==> config.mk <==
export PLATFORM = sky130hd
export DESIGN_NAME = sqrt_step_controller_flat
export DESIGN_NICKNAME = d
export VERILOG_FILES = /design/src/rtl/sqrt_step_controller_if.sv /design/src/rtl/sqrt_step_controller.sv /design/src/flat_wrapper.sv
export SDC_FILE = /design/constraint.sdc
export NUM_CORES = 1
export LEC_CHECK = 0
export ABC_AREA = 1
export CAP_MARGIN = 20
export CORE_MARGIN = 1.5
export CORE_UTILIZATION = 40
export DETAILED_ROUTE_END_ITERATION = 8
export GPL_ROUTABILITY_DRIVEN = 0
export MAX_ROUTING_LAYER = met4
export PLACE_DENSITY = 0.73
export SYNTH_ARGS = -nofsm -noshare
export SYNTH_HDL_FRONTEND = slang
export SYNTH_SLANG_ARGS = --single-unit
==> constraint.sdc <==
create_clock -name clock -period 1.4 [get_ports clock]
set_input_delay 0.35 -clock clock [delete_from_list [all_inputs] [get_ports clock]]
set_output_delay 0.35 -clock clock [all_outputs]
set_load 0.005 [all_outputs]
==> src/rtl/sqrt_step_controller_if.sv <==
// rtl/sqrt_step_controller_if.sv - start/done handshake and datapath control bundle of the sqrt step controller
interface sqrt_step_controller_if #(
    parameter int ITER_W = 9
);
    logic              start;
    logic              le;
    logic              op_load;
    logic              reg_init;
    logic              step_en;
    logic              res_en;
    logic              busy;
    logic              done;
    logic              err;
    logic [ITER_W-1:0] iter_count;

    // master: the controller; slave: requester plus datapath
    modport master (
        input  start, le,
        output op_load, reg_init, step_en, res_en, busy, done, err, iter_count
    );

    modport slave (
        output start, le,
        input  op_load, reg_init, step_en, res_en, busy, done, err, iter_count
    );
endinterface

==> src/rtl/sqrt_step_controller.sv <==
// rtl/sqrt_step_controller.sv - Moore sequencer for the iterative square-root datapath
// Optional iteration watchdog (FAULT state, err flag) enabled by defining SQRT_CTRL_WATCHDOG_EN.
module sqrt_step_controller #(
    parameter int ITER_W   = 9,
    parameter int MAX_ITER = 256
) (
    input  logic                  clock,
    input  logic                  reset,
    sqrt_step_controller_if.master bus
);
    localparam logic [ITER_W-1:0] MAX_CNT = ITER_W'(MAX_ITER);

    typedef enum logic [2:0] {
        S_IDLE, S_LOAD, S_INIT, S_CHECK, S_STEP, S_FINISH, S_DONE, S_FAULT
    } state_t;

    state_t            state, next_state;
    logic              op_load_q, reg_init_q, step_en_q, res_en_q, busy_q, done_q, err_q;
    logic              op_load_d, reg_init_d, step_en_d, res_en_d, busy_d, done_d, err_d;
    logic [ITER_W-1:0] iter_q, iter_d;

    // Outputs are registered copies of the next-state decode, so they change
    // together with the state and carry no combinational path from start/le.
    always_ff @(posedge clock or negedge reset) begin
        if (!reset) begin
            state      <= S_IDLE;
            op_load_q  <= 1'b0;
            reg_init_q <= 1'b0;
            step_en_q  <= 1'b0;
            res_en_q   <= 1'b0;
            busy_q     <= 1'b0;
            done_q     <= 1'b0;
            err_q      <= 1'b0;
            iter_q     <= '0;
        end else begin
            state      <= next_state;
            op_load_q  <= op_load_d;
            reg_init_q <= reg_init_d;
            step_en_q  <= step_en_d;
            res_en_q   <= res_en_d;
            busy_q     <= busy_d;
            done_q     <= done_d;
            err_q      <= err_d;
            iter_q     <= iter_d;
        end
    end

    always_comb begin
        next_state = state;
        case (state)
            S_IDLE:   if (bus.start) next_state = S_LOAD;
            S_LOAD:   next_state = S_INIT;
            S_INIT:   next_state = S_CHECK;
            S_CHECK: begin
                if (!bus.le)
                    next_state = S_FINISH;
`ifdef SQRT_CTRL_WATCHDOG_EN
                else if (iter_q == MAX_CNT)
                    next_state = S_FAULT;
`endif
                else
                    next_state = S_STEP;
            end
            S_STEP:   next_state = S_CHECK;
            S_FINISH: next_state = S_DONE;
            S_DONE:   next_state = S_IDLE;
            S_FAULT:  next_state = S_IDLE;
            default:  next_state = S_IDLE;
        endcase
    end

    always_comb begin
        op_load_d  = (next_state == S_LOAD);
        reg_init_d = (next_state == S_INIT);
        step_en_d  = (next_state == S_STEP);
        res_en_d   = (next_state == S_FINISH);
        busy_d     = (next_state != S_IDLE);
        done_d     = (next_state == S_DONE) || (next_state == S_FAULT);
`ifdef SQRT_CTRL_WATCHDOG_EN
        err_d = err_q;
        if (next_state == S_LOAD)
            err_d = 1'b0;
        else if (next_state == S_FAULT)
            err_d = 1'b1;
`else
        err_d = 1'b0;
`endif
        // Counts completed STEP cycles, saturating so a stuck compare cannot wrap it
        iter_d = iter_q;
        if (next_state == S_LOAD)
            iter_d = '0;
        else if (state == S_STEP && iter_q != MAX_CNT)
            iter_d = iter_q + 1'b1;
    end

    assign bus.op_load    = op_load_q;
    assign bus.reg_init   = reg_init_q;
    assign bus.step_en    = step_en_q;
    assign bus.res_en     = res_en_q;
    assign bus.busy       = busy_q;
    assign bus.done       = done_q;
    assign bus.err        = err_q;
    assign bus.iter_count = iter_q;
endmodule

==> src/flat_wrapper.sv <==
// flat-port wrapper written by rule: the top's interface ports become plain ports
module sqrt_step_controller_flat 
#(
    parameter int ITER_W   = 9,
    parameter int MAX_ITER = 256
)
  (clock, reset, bus_start, bus_le, bus_op_load, bus_reg_init, bus_step_en, bus_res_en, bus_busy, bus_done, bus_err, bus_iter_count);
  sqrt_step_controller_if #(.ITER_W(ITER_W)) bus_i ();
  input  logic clock;
  input  logic reset;
  input wire logic [$bits(bus_i.start)-1:0] bus_start;
  input wire logic [$bits(bus_i.le)-1:0] bus_le;
  output wire logic [$bits(bus_i.op_load)-1:0] bus_op_load;
  output wire logic [$bits(bus_i.reg_init)-1:0] bus_reg_init;
  output wire logic [$bits(bus_i.step_en)-1:0] bus_step_en;
  output wire logic [$bits(bus_i.res_en)-1:0] bus_res_en;
  output wire logic [$bits(bus_i.busy)-1:0] bus_busy;
  output wire logic [$bits(bus_i.done)-1:0] bus_done;
  output wire logic [$bits(bus_i.err)-1:0] bus_err;
  output wire logic [$bits(bus_i.iter_count)-1:0] bus_iter_count;
  assign bus_i.start = bus_start;
  assign bus_i.le = bus_le;
  assign bus_op_load = bus_i.op_load;
  assign bus_reg_init = bus_i.reg_init;
  assign bus_step_en = bus_i.step_en;
  assign bus_res_en = bus_i.res_en;
  assign bus_busy = bus_i.busy;
  assign bus_done = bus_i.done;
  assign bus_err = bus_i.err;
  assign bus_iter_count = bus_i.iter_count;
  sqrt_step_controller #(.ITER_W(ITER_W), .MAX_ITER(MAX_ITER)) u_core (.clock(clock), .reset(reset), .bus(bus_i));
endmodule
* Yosys cells after proc, flatten, opt, wreduce, memory -nomap -nowiden
Cells that the tools add are included.
** Operators by class
- Reduce and logical (&&, ||, !) cells :: 7
- Mux-type cells :: 5
- $add $sub $neg :: 1
- Equal/unequal tests :: 14
** Operators by type and width (count)
- $eq A3 B3 Y1 const B :: 8
- $mux W9 :: 2
- $pmux W3 S6 :: 1
- $add A9 B1 Y9 const B :: 1
- $eq A3 B2 Y1 const B :: 3
- $ne A9 B9 Y1 const B :: 1
- $eq A3 B1 Y1 const B :: 2
- $reduce_or A2 Y1 :: 2
- $logic_not A3 Y1 :: 1
- $mux W3 :: 1
- $reduce_bool A3 Y1 :: 1
- $reduce_bool A2 Y1 :: 1
- $logic_and A1 B1 Y1 :: 1
- $logic_or A1 B1 Y1 :: 1
- $mux W1 :: 1
** Word-level totals
- Output and inout port bits :: 16
- Bits in registers :: 18
- Bits of input ports :: 4

* Logic depth before layout (Yosys ltp)
Gate-level depths: netlist of the first run.
- Depth in word-level cells :: 5
- Depth in mapped cells :: 10
- Depth with buffers taken out :: 10

* Worst setup path before layout of the first run
No wires, ideal clock.
- Kind :: reg-to-reg
- From :: register u_core.iter_q[0] (netlist: u_core.bus.iter_count[0])
- To :: register u_core.iter_q[8] (netlist: u_core.bus.iter_count[8])
- Cell stages (with the launch flop) :: 11
- Arrival time :: 1240 ps
- Path buffers :: 0
- Setup time :: 118 ps
- Setup slack :: 41 ps
- Cells stage by stage :: dfrtp_1 inv_1 ha_1 nand2_1 inv_1 nand2_1 nor2_2 nor2_4 inv_4 nand3_1 nand2_1
** On the way
- Cells in the longest elaborated chain, start to end :: 3
** Ends and longest elaborated chain
- from (decl) :: RTL line sqrt_step_controller.sv:20 : logic [ITER_W-1:0] iter_q, iter_d;
- from (signal assigned) :: RTL line sqrt_step_controller.sv:44 : iter_q <= iter_d;
- $add A9 B1 Y9 / $ne A9 B9 Y1 (equally long branches) :: RTL line sqrt_step_controller.sv:93, sqrt_step_controller.sv:92
- $mux W9 / $logic_and A1 B1 Y1 (equally long branches) :: RTL line sqrt_step_controller.sv:92 : else if (state == S_STEP && iter_q != MAX_CNT)
- $mux W9 / $reduce_bool A2 Y1 (equally long branches)
Several ways; a longest one is shown, not always the timed one. The select of a mux whose other input is x is not followed.
A chain may end at the register's enable or synchronous reset.

* Final worst setup path of the first run
- From :: register u_core.iter_q[1] (netlist: u_core.bus.iter_count[1])
- To :: register u_core.iter_q[4] (netlist: u_core.bus.iter_count[4])
Same word-level chain as after synthesis.

==> results of run 1 <==
[layout make-up]
cell class	instances	share of cell area [%]
clock buffer	3	1.60
sequential	18	32.0
multi-input combinational	78	33.3
tap	28	2.49
inverter	23	6.66
timing repair buffer	40	24.0
[logic make-up after synthesis]
group | Yosys count
other cells | 1
simple gates | 70
flops | 18
xor+xnor | 2
buf+inv | 25
fa+ha+maj | 2
compound gates | 3
[how the worst min path moves through the flow]
stage	end	slack [ns]
2_1_floorplan	u_core.bus.busy$_DFF_PN0_	0.05
3_3_place_gp	u_core.bus.reg_init$_DFF_PN0_	0.47
3_5_place_dp	u_core.bus.reg_init$_DFF_PN0_	0.47
4_1_cts	u_core.bus.iter_count[5]$_DFFE_PN0P_	0.39
5_1_grt	u_core.bus.iter_count[0]$_DFFE_PN0P_	0.39
6_report	u_core.bus.iter_count[1]$_DFFE_PN0P_	0.38
[critical path: stages (launching register included)]
cell	delay, ns
dfrtp_1	0.40
buf_6	0.13
inv_4	0.05
ha_4	0.12
nand2_2	0.05
inv_2	0.04
nand2_2	0.05
nor2_4	0.13
nor2_4	0.06
buf_6	0.12
nand3b_1	0.08
nand2_1	0.05
[cells in the final DEF, fill, tap and decap left out, types with 3 or more instances in the layout]
cell type / n
buf_6: 4
dfrtp_1: 18
nand3_1: 13
nand2_1: 27
inv_2: 5
nor2_1: 9
dlygate4sd2_1: 14
inv_1: 15
nand3_2: 4
nand2_2: 3
clkdlybuf4s50_1: 3
clkbuf_4: 3
inv_4: 3
nand4_1: 6
buf_4: 18
[sequential cells by signal, indices dropped and copies added (netlist names)]
register and flops:
u_core.bus.busy 1, u_core.bus.done 1, u_core.bus.iter_count 9, u_core.bus.op_load 1, u_core.bus.reg_init 1, u_core.bus.res_en 1
u_core.bus.step_en 1, u_core.state 3
[metrics by stage]
stage | utilization (%) | hold WS (ns)
floorplan | - | 0.0544
global placement | 55.7 | 0.474
detailed placement | 55.7 | 0.474
CTS | 59.4 | 0.389
global route | 62.5 | 0.392
finish | 62.5 | 0.383
[layer usage]
metal	track usage, %	vias to the layer above	share of wire [%]
met3	3.45	4	4.4
met2	31.0	29	53
met5	-	-	0
li1	-	465	-
met4	8.97	0	1.8
met1	20.8	437	40
[what timing repair did]
action,4_1_cts,5_1_grt
buffers inserted,9,1
endpoints found under the setup margin,15,10
gates resized for setup,18,19
pin swaps,1,7
[report_power, final]
group	internal, W	total, W	switching, W
Clock	0.000100	0.000251	0.000151
Sequential	0.000646	0.000726	0.0000797
Combinational	0.000374	0.000870	0.000496
==> out/results.txt, run 1 <==
Clock Skew = 0.000923 ns
Clock Latency Late Sink = 0.29 ns
Area occupied by multi-input gates = 469 sq um
Post-Syn Area = 966 sq um
Xor and xnor fraction of the mapped netlist area = 1.81%
Power per cell area = 1310 nW/um^2
Longest Clk Path Bufs = 2
Final std cells w/o fill = 190
PnR worst setup slack = 0.0129 ns
Critical path class = register to register
CTS buffer count = 3
DR WL/cell = 11.2 microns
Netlist cell types = 21
Antenna violations before repair = 0
RSZ-0062 raised after global routing = yes
Fin. Hold Viols = 0
Critical path arrival = 1.57 ns
Ant. Diodes = 0
Via count of the first global-routing pass = 835
Lkg Pwr = 0.809 nW
Synthesized flop and latch total = 18
Seq/Total Area, Yosys = 46.6%
Top cells by area in the synthesized netlist = dfrtp_1 (47%), nand2_1 (12%), nand3_1 (8.3%), inv_1 (7.0%), nand4_1 (3.9%)
Fillcell total = 218
Power, Total = 0.00185 W
Global-route wire length before repair = 3480 microns
Worst R2R Start = u_core.bus.iter_count[1]$_DFFE_PN0P_
Synth Instances = 121
GRT Util Overall = 18.3%
Max Freq = 0.721 GHz
# IOs = 20
Main synth FF type = dfrtp_1
Post-synth EDFFs = 0
Synth top area share = 46.6%
Yosys warns = 0
Dpl cell area = 1260 sq um
Commonest cells in the netlist = nand2_1 (30), dfrtp_1 (18), inv_1 (18)
PortBufs = 18
Worst Reg2Reg Path Length in Cells = 11
Worst hold path class = input port to async pin
Reg-to-reg setup timing slack = 0.01 ns
Chip height = 52.1 microns
Crit start category = register
Final nets = 170
Post-route ant nets = 0
DRT iter0 DRCs = 13
Synthesized net count = 127
Max Slew Vio Count = 0
Final worst path period need = 1.39 ns
Vias = 935
Routed WL = 2130 microns
Most common cell in the netlist = nand2_1
Worst vdd ir = 0.00124 V
DRT Pass-1 Iters = 5
CTS tree = yes
Starting Density = 42.8%
Post-synth top area cell = dfrtp_1
Setup TNS = 0 ns
Ys async rst share = 100%
Adder-cell share of the synthesized area = 2.59%
CP Launch Point = u_core.bus.iter_count[1]$_DFFE_PN0P_
Dpl ws = -0.0421 ns
Die area = 2720 sq um
Syn avg cell area = 7.98 sq um
Hold-fix buffers, CTS = 0
Placed cells = 177
R2R Path End = u_core.bus.iter_count[4]$_DFFE_PN0P_
Register area = 450 sq um
Final worst path period share = 99.1%
Critical-path maximum fanout = 5
Max-cap violation count = 0
Fin area = 1410 sq um
CP required = 1.59 ns
# setup viols final = 0
Post-synthesis mux area share = 0%
CP endpoint = u_core.bus.iter_count[4]$_DFFE_PN0P_
Post-synthesis simple-gate area fraction = 36.0%
Die width = 52.1 microns
Row cnt = 17
Outcome = finished clean
Pin count of the biggest net entering global routing = 19
Grt total ovfl = 0
Clock Sinks = 18
Synth Area in Compound Gates = 1.55%
Layout area overhead = 45.9%
Main combinational cell family by area after synthesis = simple AND/OR/NAND/NOR gates
Detailed-route DRC error count = 0
Root buffer cell = clkbuf_4
Placed wire-length estimate = 1540 microns
CTS clock-pin slew for the worst setup and hold paths = 0.10 ns
Htree depth = 1
Worst setup EP type = register
Via density = 4.92
CORE AREA = 2250 sq um
Layout cell share with drive strength beyond 1 = 30.2%
Power figures use the tool's default switching activity.
==> run 2, diff against run 1 <==
--- a/config.mk
+++ b/config.mk
@@ -11,8 +11,8 @@
 export CORE_UTILIZATION = 40
 export DETAILED_ROUTE_END_ITERATION = 8
 export GPL_ROUTABILITY_DRIVEN = 0
+export HOLD_SLACK_MARGIN = 0.15
 export MAX_ROUTING_LAYER = met4
-export PLACE_DENSITY = 0.73
 export SYNTH_ARGS = -nofsm -noshare
 export SYNTH_HDL_FRONTEND = slang
 export SYNTH_SLANG_ARGS = --single-unit
==> constraint.sdc (replaced) <==
create_clock -name clock -period 1.5 [get_ports clock]
set_input_delay 0.375 -clock clock [delete_from_list [all_inputs] [get_ports clock]]
set_output_delay 0.375 -clock clock [all_outputs]
set_load 0.005 [all_outputs]
==> run 2 against run 1 <==
  * Non-clock buffer count is 1 lower
  * Clock skew up 0.0063 ns
  * Die area unchanged
  * Global-route usage up 0.53 points
  * Largest power group unchanged
  * Worst setup slack improved by 0.041 ns
  * Final area fell by 0.35%
  * Critical path depth fell by 9
  * First-iteration DRC count grew 7.7%
  * Critical path type is now register to primary output
==> out/results.txt, run 2 (same netlist as run 1, synthesis figures left out) <==
Via density = 4.85
Global-route wire length before repair = 3670 microns
Final worst path period need = 1.45 ns
Crit start category = register
Worst vdd ir = 0.000968 V
Htree depth = 1
Fin area = 1400 sq um
Post-route ant nets = 0
Max-cap violation count = 0
Layout area overhead = 45.3%
# setup viols final = 0
Lkg Pwr = 0.812 nW
R2R Path End = u_core.bus.iter_count[2]$_DFFE_PN0P_
PortBufs = 18
Critical-path maximum fanout = 2
Ant. Diodes = 0
Worst hold path class = input port to async pin
Worst Reg2Reg Path Length in Cells = 11
Layout cell share with drive strength beyond 1 = 29.0%
Via count of the first global-routing pass = 893
CTS buffer count = 3
Pin count of the biggest net entering global routing = 19
Starting Density = 42.8%
RSZ-0062 raised after global routing = yes
Critical path arrival = 1.07 ns
Fillcell total = 220
Die area = 2720 sq um
Final std cells w/o fill = 190
Worst R2R Start = u_core.bus.iter_count[1]$_DFFE_PN0P_
Clock Sinks = 18
Final nets = 169
Reg-to-reg setup timing slack = 0.08 ns
Commonest non-fill, non-tap cell in the layout = nand2_1
Worst setup EP type = primary output
DRT Pass-1 Iters = 4
DRT iter0 DRCs = 14
Chip height = 52.1 microns
Routed WL = 2130 microns
Detailed-route DRC error count = 0
Flip-flop count of the largest register after layout = 9
GRT Util Overall = 18.9%
Clock Skew = 0.00727 ns
CORE AREA = 2250 sq um
# IOs = 20
CTS tree = yes
Fin. Hold Viols = 0
Power per cell area = 1300 nW/um^2
Die width = 52.1 microns
Max Slew Vio Count = 0
Placed cells = 175
CTS clock-pin slew for the worst setup and hold paths = 0.11 ns
Outcome = finished clean
Most frequent cells in the layout = nand2_1 (28), buf_4 (17), dfrtp_1 (16)
Root buffer cell = clkbuf_4
Row cnt = 17
Final Util = 62.3%
DR WL/cell = 11.2 microns
Dpl cell area = 1250 sq um
Clock Latency Late Sink = 0.30 ns
Longest Clk Path Bufs = 2
Critical path class = register to primary output
Placed wire-length estimate = 1480 microns
CP required = 1.12 ns
Vias = 921
Final worst path period share = 96.4%
Max Freq = 0.691 GHz
Grt total ovfl = 0
Antenna violations before repair = 0
[run 2: cell count changes in the layout (fill, tap and decap cells not counted), sizes merged]
| cell | change |
|---|---|
| buf | -1 |
| clkdlybuf4s15 | +1 |
[run 2: worst max-delay path by stage]
stage               cells after the start  slack, ns                                 start                              endpoint
global placement                        5       0.07                             bus_start  u_core.bus.iter_count[0]$_DFFE_PN0P_
finish                                  2       0.05  u_core.bus.iter_count[0]$_DFFE_PN0P_                     bus_iter_count[0]
CTS                                     9       0.03  u_core.bus.iter_count[0]$_DFFE_PN0P_  u_core.bus.iter_count[8]$_DFFE_PN0P_
detailed placement                      5       0.04                             bus_start  u_core.bus.iter_count[3]$_DFFE_PN0P_
floorplan                              10       0.14  u_core.bus.iter_count[0]$_DFFE_PN0P_  u_core.bus.iter_count[8]$_DFFE_PN0P_
global route                           11      -0.02  u_core.bus.iter_count[1]$_DFFE_PN0P_  u_core.bus.iter_count[8]$_DFFE_PN0P_
[run 2: where the power goes]
group / internal [W] / total [W] / leakage, nW / switching (W)
Sequential: 0.000603 / 0.000673 / 0.237 / 0.0000701
Combinational: 0.000388 / 0.000849 / 0.554 / 0.000461
Clock: 0.000148 / 0.000305 / 0.0210 / 0.000157
Total: 0.00114 / 0.00183 / 0.812 / 0.000688
[run 2: per-layer routing]
layer	global-route usage, %	wire length (microns)	vias up
met5	-	0	-
met4	5.13	22	0
met3	3.45	65	2
met2	35.2	1220	20
met1	20.4	824	437
li1	-	-	462
[run 2: repair_timing]
| action | CTS | global route |
|---|---|---|
| hold buffers | 0 | 0 |
| setup endpoints to repair | 15 | 9 |
| pin swaps | 0 | 5 |
| setup buffers | 9 | 2 |
| resized for setup | 17 | 16 |
| cloned | 0 | 0 |
| hold endpoints to repair | 0 | 0 |
[run 2: through the flow]
stage	worst slack (ns)	hold slack, ns	power [W]	TNS, ns
after CTS	0.0253	0.402	0.00176	0
after floorplan	0.141	0.0794	0.00111	0
after detailed placement	0.0429	0.489	0.00148	0
after global placement	0.0730	0.479	0.00146	0
after global routing	-0.0202	0.424	0.00198	-0.0219
final	0.0537	0.393	0.00183	0
[run 2: final cells by class]
type | count | area (sq um) | area share [%]
clock buffers | 4 | 36.3 | 2.58
inverters | 23 | 96.3 | 6.86
multi-input cells | 78 | 439 | 31.3
flip-flops and latches | 18 | 453 | 32.3
well taps | 28 | 35.0 | 2.50
repair buffers | 39 | 344 | 24.5
[run 2: critical path, stage by stage (launching register included)]
cell and delay, ns:
dfrtp_1 0.39, buf_4 0.13, dlygate4sd2_1 0.25
==> run 3, diff against run 2 <==
--- a/config.mk
+++ b/config.mk
@@ -11,7 +11,6 @@
 export CORE_UTILIZATION = 40
 export DETAILED_ROUTE_END_ITERATION = 8
 export GPL_ROUTABILITY_DRIVEN = 0
-export HOLD_SLACK_MARGIN = 0.15
 export MAX_ROUTING_LAYER = met4
 export SYNTH_ARGS = -nofsm -noshare
 export SYNTH_HDL_FRONTEND = slang
==> results of run 3 <==
The final DEF is identical to that of run 2; final timing and power are the same.
